**src/rtl/uart_rx_monitor.sv**
```systemverilog
// 8N1 UART receiver tapping a TX line, buffering received bytes in a small
// FIFO with a valid/ready read port plus framing-error and overflow pulses.
//
// state   | meaning
// --------+----------------------------------------------------------
// S_IDLE  | line idle, waiting for a low level on rx_s
// S_START | half-bit wait, then confirm the start bit is still low
// S_DATA  | sample 8 data bits, LSB first, one per bit period
// S_STOP  | sample the stop bit; push the byte or flag a framing error
// S_BREAK | stop bit was low; wait for the line to return high
module uart_rx_monitor #(
  parameter int unsigned ClockFrequency = 50_000_000,
  parameter int unsigned BaudRate       = 115_200,
  parameter int unsigned FifoDepth      = 8
) (
  input  logic                         clk_i,
  input  logic                         rst_ni,
  input  logic                         rx_i,
  output logic [7:0]                   rdata_o,
  output logic                         rvalid_o,
  input  logic                         rready_i,
  output logic                         frame_err_o,
  output logic                         overflow_o,
  output logic [$clog2(FifoDepth):0]   level_o
);

  localparam int unsigned ClksPerBit = ClockFrequency / BaudRate;
  localparam int unsigned TW         = $clog2(ClksPerBit);
  localparam int unsigned AW         = $clog2(FifoDepth);
  localparam logic [TW-1:0] BitLoad  = TW'(ClksPerBit - 1);
  localparam logic [TW-1:0] HalfLoad = TW'(ClksPerBit / 2 - 1);
  localparam logic [AW:0]   FullLvl  = (AW + 1)'(FifoDepth);

  typedef enum logic [2:0] {S_IDLE, S_START, S_DATA, S_STOP, S_BREAK} state_e;

  state_e        state_q;
  logic [TW-1:0] timer_q;
  logic [2:0]    bit_cnt_q;
  logic [7:0]    shift_q;
  logic          rx_meta_q, rx_s;
  logic          tick, push_req, pop, full, wr_en;

  logic [7:0]    mem [FifoDepth];
  logic [AW:0]   wptr_q, rptr_q;

  // Synchroniser resets to the idle-high line level.
  always_ff @(posedge clk_i or negedge rst_ni) begin
    if (!rst_ni) begin
      rx_meta_q <= 1'b1;
      rx_s      <= 1'b1;
    end else begin
      rx_meta_q <= rx_i;
      rx_s      <= rx_meta_q;
    end
  end

  assign tick     = (timer_q == '0);
  assign push_req = (state_q == S_STOP) && tick && rx_s;
  assign pop      = rvalid_o && rready_i;
  assign full     = (level_o == FullLvl);
  assign wr_en    = push_req && (!full || pop);

  always_ff @(posedge clk_i or negedge rst_ni) begin
    if (!rst_ni) begin
      state_q     <= S_IDLE;
      timer_q     <= '0;
      bit_cnt_q   <= '0;
      shift_q     <= '0;
      frame_err_o <= 1'b0;
    end else begin
      frame_err_o <= 1'b0;
      case (state_q)
        S_IDLE: begin
          if (!rx_s) begin
            state_q <= S_START;
            timer_q <= HalfLoad;
          end
        end
        S_START: begin
          if (!tick) begin
            timer_q <= timer_q - 1'b1;
          end else if (rx_s) begin
            state_q <= S_IDLE;
          end else begin
            state_q   <= S_DATA;
            timer_q   <= BitLoad;
            bit_cnt_q <= '0;
          end
        end
        S_DATA: begin
          if (!tick) begin
            timer_q <= timer_q - 1'b1;
          end else begin
            shift_q <= {rx_s, shift_q[7:1]};
            timer_q <= BitLoad;
            if (bit_cnt_q == 3'd7) state_q <= S_STOP;
            else                   bit_cnt_q <= bit_cnt_q + 1'b1;
          end
        end
        S_STOP: begin
          if (!tick) begin
            timer_q <= timer_q - 1'b1;
          end else if (rx_s) begin
            state_q <= S_IDLE;
          end else begin
            frame_err_o <= 1'b1;
            state_q     <= S_BREAK;
          end
        end
        S_BREAK: begin
          if (rx_s) state_q <= S_IDLE;
        end
        default: state_q <= S_IDLE;
      endcase
    end
  end

  always_ff @(posedge clk_i) begin
    if (wr_en) mem[wptr_q[AW-1:0]] <= shift_q;
  end

  // Pointers carry one extra wrap bit so full and empty are distinguishable.
  always_ff @(posedge clk_i or negedge rst_ni) begin
    if (!rst_ni) begin
      wptr_q     <= '0;
      rptr_q     <= '0;
      overflow_o <= 1'b0;
    end else begin
      overflow_o <= push_req && full && !pop;
      if (wr_en) wptr_q <= wptr_q + 1'b1;
      if (pop)   rptr_q <= rptr_q + 1'b1;
    end
  end

  assign level_o  = wptr_q - rptr_q;
  assign rvalid_o = (level_o != '0);
  assign rdata_o  = rvalid_o ? mem[rptr_q[AW-1:0]] : 8'h00;

endmodule

```
**config.mk**
```make
export PLATFORM = sky130hd
export DESIGN_NAME = uart_rx_monitor
export DESIGN_NICKNAME = d
export VERILOG_FILES = /design/src/rtl/uart_rx_monitor.sv
export SDC_FILE = /design/constraint.sdc
export NUM_CORES = 1
export LEC_CHECK = 0
export ABC_AREA = 1
export CORE_ASPECT_RATIO = 1.1
export CORE_MARGIN = 2
export CORE_UTILIZATION = 57
export CTS_CLUSTER_DIAMETER = 30
export CTS_CLUSTER_SIZE = 8
export DETAILED_ROUTE_END_ITERATION = 16
export DONT_BUFFER_PORTS = 1
export PLACE_DENSITY = 0.77
export SYNTH_ARGS = -nofsm -noshare
export SYNTH_HDL_FRONTEND = slang
export SYNTH_SLANG_ARGS = --single-unit
```
**constraint.sdc**
```tcl
create_clock -name clk_i -period 2.3 [get_ports clk_i]
set_input_delay 0.345 -clock clk_i [delete_from_list [all_inputs] [get_ports clk_i]]
set_output_delay 0.345 -clock clk_i [all_outputs]
set_load 0.02 [all_outputs]
```
Word-level counts from Yosys, hierarchy flattened
Memory sizes are Yosys's and may differ from the RTL's.
Index checks and enable logic that the tools add are counted.
{ "totals": {"reg_bits": 35, "mem_bits_rw": 64, "in_bits": 4, "elab_cells": 76, "mem_count": 1} }
{ "classes": {"n_addsub": 5, "n_eq_ne": 16, "muxes": 26, "n_reduce_logical": 18} }
{ "memory_table": {"columns": ["memory", "depth", "word_bits", "rd", "rd_ports_with_merged_regs", "write_ports", "line_no", "text"], "rows": [
  ["mem", 8, 8, 1, 0, 1, "43", "logic [7:0] mem [FifoDepth];"]
]} }
{ "ops": {"columns": ["operator", "count"], "rows": [
  ["$mux W9", 5],
  ["$pmux W9 S4", 1],
  ["$mux W3", 11],
  ["$ne A2 B2 Y1 const B", 9],
  ["$pmux W3 S5", 1],
  ["$logic_not A9 Y1", 1],
  ["$sub A9 B1 Y9 const B", 1],
  ["$add A4 B1 Y4 const B", 2],
  ["$mux W8", 1],
  ["$reduce_bool A4 Y1", 2],
  ["$eq A3 B2 Y1 const B", 2],
  ["$eq A3 B3 Y1 const B", 2],
  ["$logic_and A1 B1 Y1", 6],
  ["$pmux W3 S2", 1],
  ["$reduce_and A6 Y1", 1],
  ["$mux W1", 5],
  ["$reduce_and A5 Y1", 1],
  ["$eq A4 B4 Y1 const B", 1],
  ["$reduce_and A4 Y1", 1],
  ["$sub A4 B4 Y4", 1],
  ["$add A3 B1 Y3 const B", 1],
  ["$eq A3 B1 Y1 const B", 1],
  ["$logic_not A3 Y1", 1],
  ["$ne A3 B3 Y1 const B", 1],
  ["other kinds (5)", 6]
]} }

Longest topological paths before layout
Gate-level depths: netlist of the first run.
{ "depth": {"ltp_word": 7, "depth_mapped": 12, "depth_no_buf": 12} }

Worst setup path after synthesis of the first run
No wires, ideal clock.
{ "synth_path": {"kind": "register to output", "startpoint": "register rptr_q[1]", "endpoint": "output port rdata_o[0]", "arrival_ps": 2626, "path_slack_ps": -671, "stages_incl_launch_ff": 10, "n_path_buf": 2, "cell_sequence": "dfrtp_1 > buf_2 > inv_1 > clkbuf_1 > fa_1 > xor2_1 > nor2_1 > nand3_1 > inv_1 > nor3_1"} }
{ "synth_via": {"elab_chain_len": 3} }
{ "synth_lines": {"columns": ["element", "line_no", "text"], "rows": [
  ["start: declaration", "44", "logic [AW:0] wptr_q, rptr_q;"],
  ["start signal: assignment", "131", "if (pop) rptr_q <= rptr_q + 1'b1;"],
  ["$sub A4 B4 Y4", "135", "assign level_o = wptr_q - rptr_q;"],
  ["via level_o[2]", "24", "output logic [$clog2(FifoDepth):0] level_o"],
  ["$reduce_bool A4 Y1", "136", "assign rvalid_o = (level_o != '0);"],
  ["via rvalid_o", "20", "output logic rvalid_o,"],
  ["$mux W8", "137", "assign rdata_o = rvalid_o ? mem[rptr_q[AW-1:0]] : 8'h00;"],
  ["end: declaration", "19", "output logic [7:0] rdata_o,"]
]} }
The timed path passes the listed nets, and every way through them passes these cells.

Worst setup path in the final report of the first run
{ "layout_path": {"startpoint": "register wptr_q[0]", "endpoint": "output port rdata_o[7]"} }
{ "layout_via": {"elab_chain_len": 3} }
{ "layout_lines": {"columns": ["element", "line_no", "text"], "rows": [
  ["start: declaration", "44", null],
  ["start signal: assignment", "130", "if (wr_en) wptr_q <= wptr_q + 1'b1;"],
  ["$sub A4 B4 Y4", "135", null],
  ["$reduce_bool A4 Y1", "136", null],
  ["$mux W8", "137", null]
]} }
No other way between the ends.

==> results of run 1 <==
metal layers:
layer  global-route usage (%)  wire (µm)
met1                     29.2       4060
met2                     39.7       4730
met3                     3.16        429
met4                     11.0        292
met5                        0          0
sequential cells by signal, indices dropped and copies added, names as in the netlist:
name         count
bit_cnt_q        3
state_q          3
rptr_q           4
shift_q          8
timer_q          9
wptr_q           4
rx_s             1
frame_err_o      1
rx_meta_q        1
overflow_o       1
mem             64
layout by cell type, fill, tap and decap left out, drive strengths merged, types with 5 or more instances in the layout:
| master | n |
|---|---|
| dfrtp | 33 |
| o21ai | 33 |
| edfxtp | 64 |
| clkbuf | 9 |
| ha | 8 |
| nand2 | 114 |
| clkinv | 5 |
| xor2 | 5 |
| inv | 35 |
| nand3 | 39 |
| a21oi | 24 |
| nor3 | 10 |
| buf | 24 |
| nor2 | 69 |
worst min-delay path, cell delays in order:
cell and delay, ns:
nand2_1 0.11, nand2_1 0.09, nand2_1 0.05
kinds of logic after synthesis:
logic type / count (synthesis) / synth area share (%)
flops: 99 / 60.7
xor+xnor: 8 / 1.52
fa+ha+maj: 9 / 2.60
compound gates: 63 / 7.24
buf+inv: 45 / 4.07
simple gates: 238 / 23.9
worst max path at each step:
stage	startpoint	to	slack, ns
6_report	wptr_q[0]$_DFFE_PN0P_	rdata_o[7]	-0.24
5_1_grt	wptr_q[0]$_DFFE_PN0P_	rdata_o[7]	-0.33
4_1_cts	wptr_q[0]$_DFFE_PN0P_	rdata_o[7]	-0.25
3_5_place_dp	wptr_q[0]$_DFFE_PN0P_	mem[4][4]$_DFFE_PP_	0.05
3_3_place_gp	wptr_q[0]$_DFFE_PN0P_	mem[0][5]$_DFFE_PP_	0.09
2_1_floorplan	wptr_q[0]$_DFFE_PN0P_	mem[0][0]$_DFFE_PP_	-0.03
power breakdown:
group          internal (mW)  switching [mW]
Sequential              1.88         0.00132
Combinational        0.00739          0.0177
Clock                  0.414           0.638
Total                   2.30           0.657
through the flow:
stage                     area, µm²  util, %  worst slack (ns)  power [mW]
final                          5280     67.1            -0.241        2.96
after floorplan                4810        -           -0.0349        1.92
after detailed placement       5000     63.6            0.0470        1.93
after CTS                      5250     66.7            -0.252        2.97
after global routing           5280     67.1            -0.334        3.04
after global placement         5000     63.6            0.0928        1.93
area by class of cell:
class                      count  share of cell area (%)
clock inverter                 7                    1.14
timing repair buffer          26                    4.17
clock buffer                   9                    2.34
sequential                    99                    53.0
tap                          108                    2.56
inverter                      33                    2.58
multi-input combinational    318                    34.2
repair_timing:
item / in CTS / in global routing
hold buffers: 3 / 0
setup endpoints to repair: 9 / 76
pin swaps: 2 / 4
hold endpoints to repair: 36 / 0
gates cloned: 0 / 0
setup buffers: 3 / 3
resized for setup: 1 / 2
==> metrics.txt, run 1 <==
Mapped Cells 462; via count of the first global-routing pass 3214; final setup vio count 73; Num CTS Buffers 9; global-route wire length before repair 15700 µm; Pins Over Slew Limit 0; fraction of layout cells with a size suffix above 1 17.7%; delay-heaviest family, CP adder cells; TNS Setup -5.90 ns; yosys warns 0; hold path cells 3; DRC Markers 0; clk root buf clkbuf_8; slowest stage delay, CP 0.53 ns; Post-synth top cells nand2_1, edfxtp_1, nor2_1; setup ws final -0.241 ns; CTS clk-pin slew, worst paths 0.10 ns; Async SR Flop Fraction 35.4%; Fmax 0.394 GHz; violated checks setup timing; Total Wirelength 9520 µm; CTS tree yes; largest net degree at the start of global routing 36; Hold Fails Final Rpt 0; Routed Antenna Nets 0; outcome finished with violations; fin crit share 110%; Cell Pwr Density 560 nW/µm²; vias per cell 5.44; Setup crit end kind output port; number of enable flip-flop cells after synthesis 64; Antenna Cells 0; critical path's slowest cell fa_2; post-DP HPWL 6570 µm; Overflow after GRT 0; Worst-Margin Slew 0.408 ns; Crit Path Max Fanout 8; number of buffers added on ports 0; Detailed Route Iter0 Violations 215; clk sinks 99; Syn Area/Cell 9.99 µm²; setup slack, reg-to-reg -0.09 ns; area grow syn2layout 14.4%; die width 89.8 µm; area occupied by multi-input gates 1810 µm²; via count 3265; most numerous cell in the Yosys netlist nand2_1; fin crit period 2.54 ns; Rel. slew slack 72.8%; Core ar. 7870 µm²; syn nets 475; worst-skew pair later-pin latency 0.38 ns; cell taking the most area after synthesis edfxtp_1; Pre-antenna DRT Iters 4; Hold WS 0.233 ns; WL per Instance 15.9 µm; antenna violations before repair 0; gpl congestion 0.952; CTS Buffer Depth 2; max cap viols 0; Area contributors post-synth edfxtp_1, dfrtp_1, nand2_1; reg-to-reg startpoint wptr_q[0]$_DFFE_PN0P_; GRT Total Usage 23.1%; DP Cell Count 575; Worst Hold End rptr_q[3]$_DFFE_PN0P_; Fin Clk Skew 0.0142 ns; Crit Path Class reg -> out; critical path depth 10; Row Count 34; Net count, final 500; die area 8840 µm²; reg2reg end mem[4][3]$_DFFE_PP_; H-Tree Depth 3; Worst Setup Start Kind flop; Cell Area, Synth 4620 µm²; critical path buffer and inverter count 4; Layout Cells excl Fill 600; RSZ-0062 raised after global routing true; register bit total from synthesis 99; R2R cell count 12; synth unique cells 34; Initial Utilization 58.7%; Critical Path RT 1.96 ns; # IOs 19; ys flop type edfxtp_1; fill count 593; CP Cell Sequence inv_2 -> ha_4 -> inv_2 -> fa_2 -> nor2_1 -> inv_1 -> nor2_1 -> nand3_2 -> inv_8 -> nor3_4; sequential area share after synthesis 60.7%; Hold Path Class in -> reg; WP data arrival 2.20 ns; top cell type's share of synthesized area 41.6%; Hold Path Origin rready_i; height of the chip 98.4 µm; Reg area 2800 µm²; LEAKAGE 2.28 nW; VDD IR max 0.392 mV
Power figures use the tool's default switching activity.
==> run 2: changes to the inputs <==
Settings changed: CELL_PAD_IN_SITES_DETAIL_PLACEMENT from default to 1, CELL_PAD_IN_SITES_GLOBAL_PLACEMENT from default to 1, CORE_UTILIZATION 57 to 45.
==> metrics.txt, run 2 (same netlist as run 1, synthesis figures left out) <==
area occupied by multi-input gates 1870 µm² (was 1810 µm²); fraction of layout cells with a size suffix above 1 21.1% (was 17.7%); Core ar. 9940 µm² (was 7870 µm²); largest net degree at the start of global routing 36 (unchanged); Pins Over Slew Limit 0 (unchanged); # IOs 19 (unchanged); antenna violations before repair 0 (unchanged); vias per cell 5.50 (was 5.44); Layout Cells excl Fill 618 (was 600); final setup vio count 78 (was 73); Num CTS Buffers 9 (unchanged); via count 3399 (was 3265); DRC Markers 0 (unchanged); die width 101 µm (was 89.8 µm); Row Count 38 (was 34); Hold Path Class in -> reg (unchanged); H-Tree Depth 3 (unchanged); commonest non-fill, non-tap cell in the layout nand2_1 (unchanged); Detailed Route Iter0 Violations 114 (was 215); LEAKAGE 2.34 nW (was 2.28 nW); Pre-antenna DRT Iters 6 (was 4); Antenna Cells 0 (unchanged); die area 11100 µm² (was 8840 µm²); CTS tree yes (unchanged); Hold Fails Final Rpt 0 (unchanged); fin crit period 2.56 ns (was 2.54 ns); Cell Pwr Density 566 nW/µm² (was 560 nW/µm²); Hold WS 0.192 ns (was 0.233 ns); clk root buf clkbuf_8 (unchanged); via count of the first global-routing pass 3649 (was 3214); setup ws final -0.256 ns (was -0.241 ns); area grow syn2layout 18.3% (was 14.4%); clk sinks 99 (unchanged); fin util 55.0% (was 67.1%); Routed Antenna Nets 0 (unchanged); Fin Clk Skew 0.00804 ns (was 0.0142 ns); WP data arrival 2.21 ns (was 2.20 ns); CTS Buffer Depth 2 (unchanged); Fmax 0.391 GHz (was 0.394 GHz); Critical Path RT 1.96 ns (about the same); Total Wirelength 11700 µm (was 9520 µm); DP Cell Count 588 (was 575); Setup crit end kind output port (unchanged); RSZ-0062 raised after global routing true (unchanged); max FFs per register 64 (unchanged); worst-skew pair later-pin latency 0.37 ns (was 0.38 ns); Worst Setup Start Kind flop (unchanged); Crit Path Class reg -> out (unchanged); Net count, final 506 (was 500); number of buffers added on ports 0 (unchanged); most frequent cells in the layout nand2_1, edfxtp_1, nor2_1, nand3_1, dfrtp_1 (unchanged); post-DP HPWL 7850 µm (was 6570 µm); WL per Instance 18.9 µm (was 15.9 µm); Crit Path Max Fanout 8 (unchanged); CTS clk-pin slew, worst paths 0.10 ns (about the same); Worst-Margin Slew 0.419 ns (was 0.408 ns); max cap viols 0 (unchanged); Overflow after GRT 0 (unchanged); fill count 1075 (was 593); Finished Cell Area 5460 µm² (was 5280 µm²); violated checks setup timing (unchanged); Area after DPL 5040 µm² (was 5000 µm²); Reg area 2800 µm² (unchanged); outcome finished with violations (unchanged); GRT Total Usage 22.3% (was 23.1%); fin crit share 111% (was 110%); TNS Setup -14.18 ns (was -5.90 ns); height of the chip 110 µm (was 98.4 µm); global-route wire length before repair 18700 µm (was 15700 µm); VDD IR max 0.266 mV (was 0.392 mV); Initial Utilization 46.5% (was 58.7%); gpl congestion 0.808 (was 0.952); Rel. slew slack 72.1% (was 72.8%)
run 2: changes by cell type in the layout (fill, tap and decap cells not counted), sizes merged:
cell / change
buf: +6
clkinv: -2
bufinv: +1
clkinvlp: +1
run 2: worst max-delay path, cell delays in order (launching register included):
cell and delay, ns:
dfrtp_1 0.40, inv_2 0.09, ha_4 0.15, inv_4 0.04, fa_2 0.56, nor2_2 0.05, inv_2 0.07, nor2_4 0.04
nand3_4 0.09, inv_8 0.08, nor3_4 0.24
run 2: cell type report:
cell class	count	share of cell area [%]
inverter	33	2.59
multi-input combinational	318	34.2
clock inverter	7	1.47
clock buffer	9	2.27
tap	120	2.75
sequential	99	51.2
timing repair buffer	32	5.45
run 2: final timing paths:
check	start	to	slack, ns	cells past startpoint
worst min-delay path	rready_i	rptr_q[3]$_DFFE_PN0P_	0.19	3
worst min register to register	rx_meta_q$_DFF_PN1_	rx_s$_DFF_PN1_	0.37	0
min in group asynchronous	rst_ni	wptr_q[2]$_DFFE_PN0P_	0.42	2
max in group asynchronous	rst_ni	rx_meta_q$_DFF_PN1_	1.64	2
worst max register to register	wptr_q[0]$_DFFE_PN0P_	mem[2][2]$_DFFE_PP_	-0.20	12
worst max-delay path	wptr_q[0]$_DFFE_PN0P_	rdata_o[1]	-0.26	10
run 2: timing repair:
item | in CTS | in global routing
gates resized for setup | 3 | 20
pin swaps | 5 | 8
hold buffers | 3 | 0
endpoints found under the hold margin | 36 | 0
buffers inserted | 7 | 5
endpoints found under the setup margin | 66 | 82
run 2: through the flow:
step / power [mW] / setup slack (ns)
2_1_floorplan: 1.92 / -0.0349
3_3_place_gp: 1.93 / 0.0705
3_5_place_dp: 1.93 / -0.0222
4_1_cts: 3.11 / -0.279
5_1_grt: 3.19 / -0.329
6_report: 3.09 / -0.256
run 2: layer usage:
layer	vias to the layer above	wire, µm	track usage [%]
met4	0	238	6.46
li1	1623	-	-
met2	39	6370	41.9
met5	-	0	0
met1	1716	4850	26.1
met3	21	199	4.16
run 2: power breakdown:
group	switching [mW]	leakage [nW]	internal, mW
registers	0.00147	1.21	1.88
logic	0.0193	1.03	0.00775
clock network	0.665	0.103	0.521
==> run 3: changes to the inputs <==
Settings changed: CORE_UTILIZATION 45 to 50, PLACE_DENSITY 0.77 to 0.81.
Clock period 2.3 ns to 2.84 ns, I/O delays scaled along.
==> metrics.txt, run 3 (same netlist as run 1, synthesis figures left out) <==
Total Wirelength 12000 µm (was 11700 µm); setup slack, reg-to-reg 0.08 ns (was -0.20 ns); met2 wire length 6120 µm (was 6370 µm); number of buffers added on ports 0 (unchanged); Routed Antenna Nets 0 (unchanged); met1 wire length 5100 µm (was 4850 µm); WL per Instance 19.7 µm (was 18.9 µm); Pins Over Slew Limit 0 (unchanged); Rel. slew slack 52.8% (was 72.1%); DRC Markers 0 (unchanged); Worst Setup Start Kind flop (unchanged); fin util 58.6% (was 55.0%); Pre-antenna DRT Iters 4 (was 6); worst-skew pair later-pin latency 0.37 ns (about the same); outcome finished with violations (unchanged); LEAKAGE 2.31 nW (was 2.34 nW); final setup vio count 2 (was 78); Fin Clk Skew 0.00922 ns (was 0.00804 ns); Hold Path Class in -> reg (unchanged); Core ar. 8920 µm² (was 9940 µm²); fin crit share 100%; via count 3405 (was 3399); Area after DPL 4900 µm² (was 5040 µm²); Cell Pwr Density 476 nW/µm² (was 566 nW/µm²); Overflow after GRT 0 (unchanged); area occupied by multi-input gates 1710 µm² (was 1870 µm²); RSZ-0062 raised after global routing true (unchanged); GRT Total Usage 25.7% (was 22.3%); Hold Fails Final Rpt 0 (unchanged); Initial Utilization 51.8% (was 46.5%); die area 10000 µm² (was 11100 µm²); area grow syn2layout 13.2% (was 18.3%); largest net degree at the start of global routing 36 (unchanged); Worst-Margin Slew 0.706 ns (was 0.419 ns); fraction of layout cells with a size suffix above 1 16.0% (was 21.1%); die width 95.6 µm (was 101 µm); commonest non-fill, non-tap cell in the layout nand2_1 (unchanged); Post-Place Worst Slack 0.0931 ns (was -0.0222 ns); reg-to-reg startpoint wptr_q[0]$_DFFE_PN0P_ (unchanged); violated checks setup timing (unchanged); clk root buf clkbuf_8 (unchanged); Detailed Route Iter0 Violations 135 (was 114); Num CTS Buffers 9 (unchanged); WP data arrival 2.43 ns (was 2.21 ns); R2R cell count 9 (was 12); Setup crit end kind output port (unchanged); antenna violations before repair 0 (unchanged); Net count, final 502 (was 506); CTS Buffer Depth 2 (unchanged); end point of the critical path rdata_o[5] (was rdata_o[1]); most frequent cells in the layout nand2_1, edfxtp_1, nor2_1, nand3_1, dfrtp_1 (unchanged); # IOs 19 (unchanged); global-route wire length before repair 19300 µm (was 18700 µm); Hold WS 0.0475 ns (was 0.192 ns); crit path from wptr_q[0]$_DFFE_PN0P_ (unchanged); max cap viols 0 (unchanged); Layout Cells excl Fill 607 (was 618); Finished Cell Area 5230 µm² (was 5460 µm²); gpl congestion 0.807 (was 0.808); vias per cell 5.61 (was 5.50); fill count 1003 (was 1075); reg2reg end mem[2][3]$_DFFE_PP_ (was mem[2][2]$_DFFE_PP_); Antenna Cells 0 (unchanged); VDD IR max 0.266 mV (about the same); total power 2.49 mW (was 3.09 mW); Crit Path Class reg -> out (unchanged); Reg area 2800 µm² (unchanged); height of the chip 105 µm (was 110 µm); CTS tree yes (unchanged); metal3 WL 425 µm (was 199 µm); max FFs per register 64 (unchanged); setup ws final -0.0138 ns (was -0.256 ns); TNS Setup -0.0196 ns (was -14.18 ns); Critical Path RT 2.41 ns (was 1.96 ns); H-Tree Depth 3 (unchanged); fin crit period 2.85 ns; via count of the first global-routing pass 3618 (was 3649); CTS clk-pin slew, worst paths 0.09 ns (was 0.10 ns); Fmax 0.350 GHz; DP Cell Count 584 (was 588); post-DP HPWL 8070 µm (was 7850 µm); Row Count 36 (was 38); DR top layer met4 (unchanged); Crit Path Max Fanout 8 (unchanged); clk sinks 99 (unchanged)
## run 3: cell types whose count changed in the layout (fill, tap and decap cells not counted), moves of 3 or more
| cell | change |
|---|---|
| nor2_1 | +9 |
| nor2_4 | -9 |
| nor3_4 | -6 |
| nand2_1 | +4 |
| nor3_2 | +4 |
| inv_4 | -3 |
| inv_6 | -3 |
| nand2_2 | -3 |
## run 3: worst min path at each step
| stage | start | to | slack [ns] | cells past startpoint |
|---|---|---|---|---|
| 6_report | rx_i | rx_meta_q$_DFF_PN1_ | 0.05 | 0 |
| 5_1_grt | rx_i | rx_meta_q$_DFF_PN1_ | 0.03 | 0 |
| 4_1_cts | rx_i | rx_meta_q$_DFF_PN1_ | 0.03 | 0 |
| 3_5_place_dp | rst_ni | timer_q[0]$_DFFE_PN0P_ | 0.13 | 0 |
| 3_3_place_gp | rst_ni | timer_q[3]$_DFFE_PN0P_ | 0.13 | 0 |
| 2_1_floorplan | rst_ni | bit_cnt_q[0]$_DFFE_PN0P_ | 0.13 | 0 |
## run 3: power breakdown
part           internal [mW]  leakage, nW  switching [mW]  total, mW
registers               1.52         1.21         0.00124       1.52
clock network          0.485        0.104           0.458      0.944
logic                0.00503        0.996          0.0156     0.0207
total                   2.01         2.31           0.475       2.49
## run 3: metal layers
metal | up-vias | GRT usage (%)
met1 | 1682 | 33.3
li1 | 1611 | -
met4 | 0 | 9.39
met3 | 28 | 3.82
met2 | 84 | 43.5
met5 | - | 0
## run 3: cell type report
cell class,count,area share [%]
clock inverter,6,1.56
clock buffer,9,2.37
tap,114,2.73
multi-input combinational,318,32.8
timing repair buffer,28,4.45
sequential,99,53.6
inverter,33,2.54
## run 3: timing repair
action,in CTS,in global routing
gates resized for setup,5,10
pin swaps,2,5
hold buffers,2,0
endpoints found under the setup margin,16,59
hold endpoints to repair,35,0
setup buffers,3,3
## run 3: critical path: stages (launching register included)
cell and delay (ns):
dfrtp_1 0.41, inv_2 0.09, ha_4 0.13, inv_2 0.05, fa_1 0.46, xor2_2 0.29
nor2_2 0.09, nand3_2 0.13, clkinv_4 0.13, nor3_2 0.13, buf_4 0.16
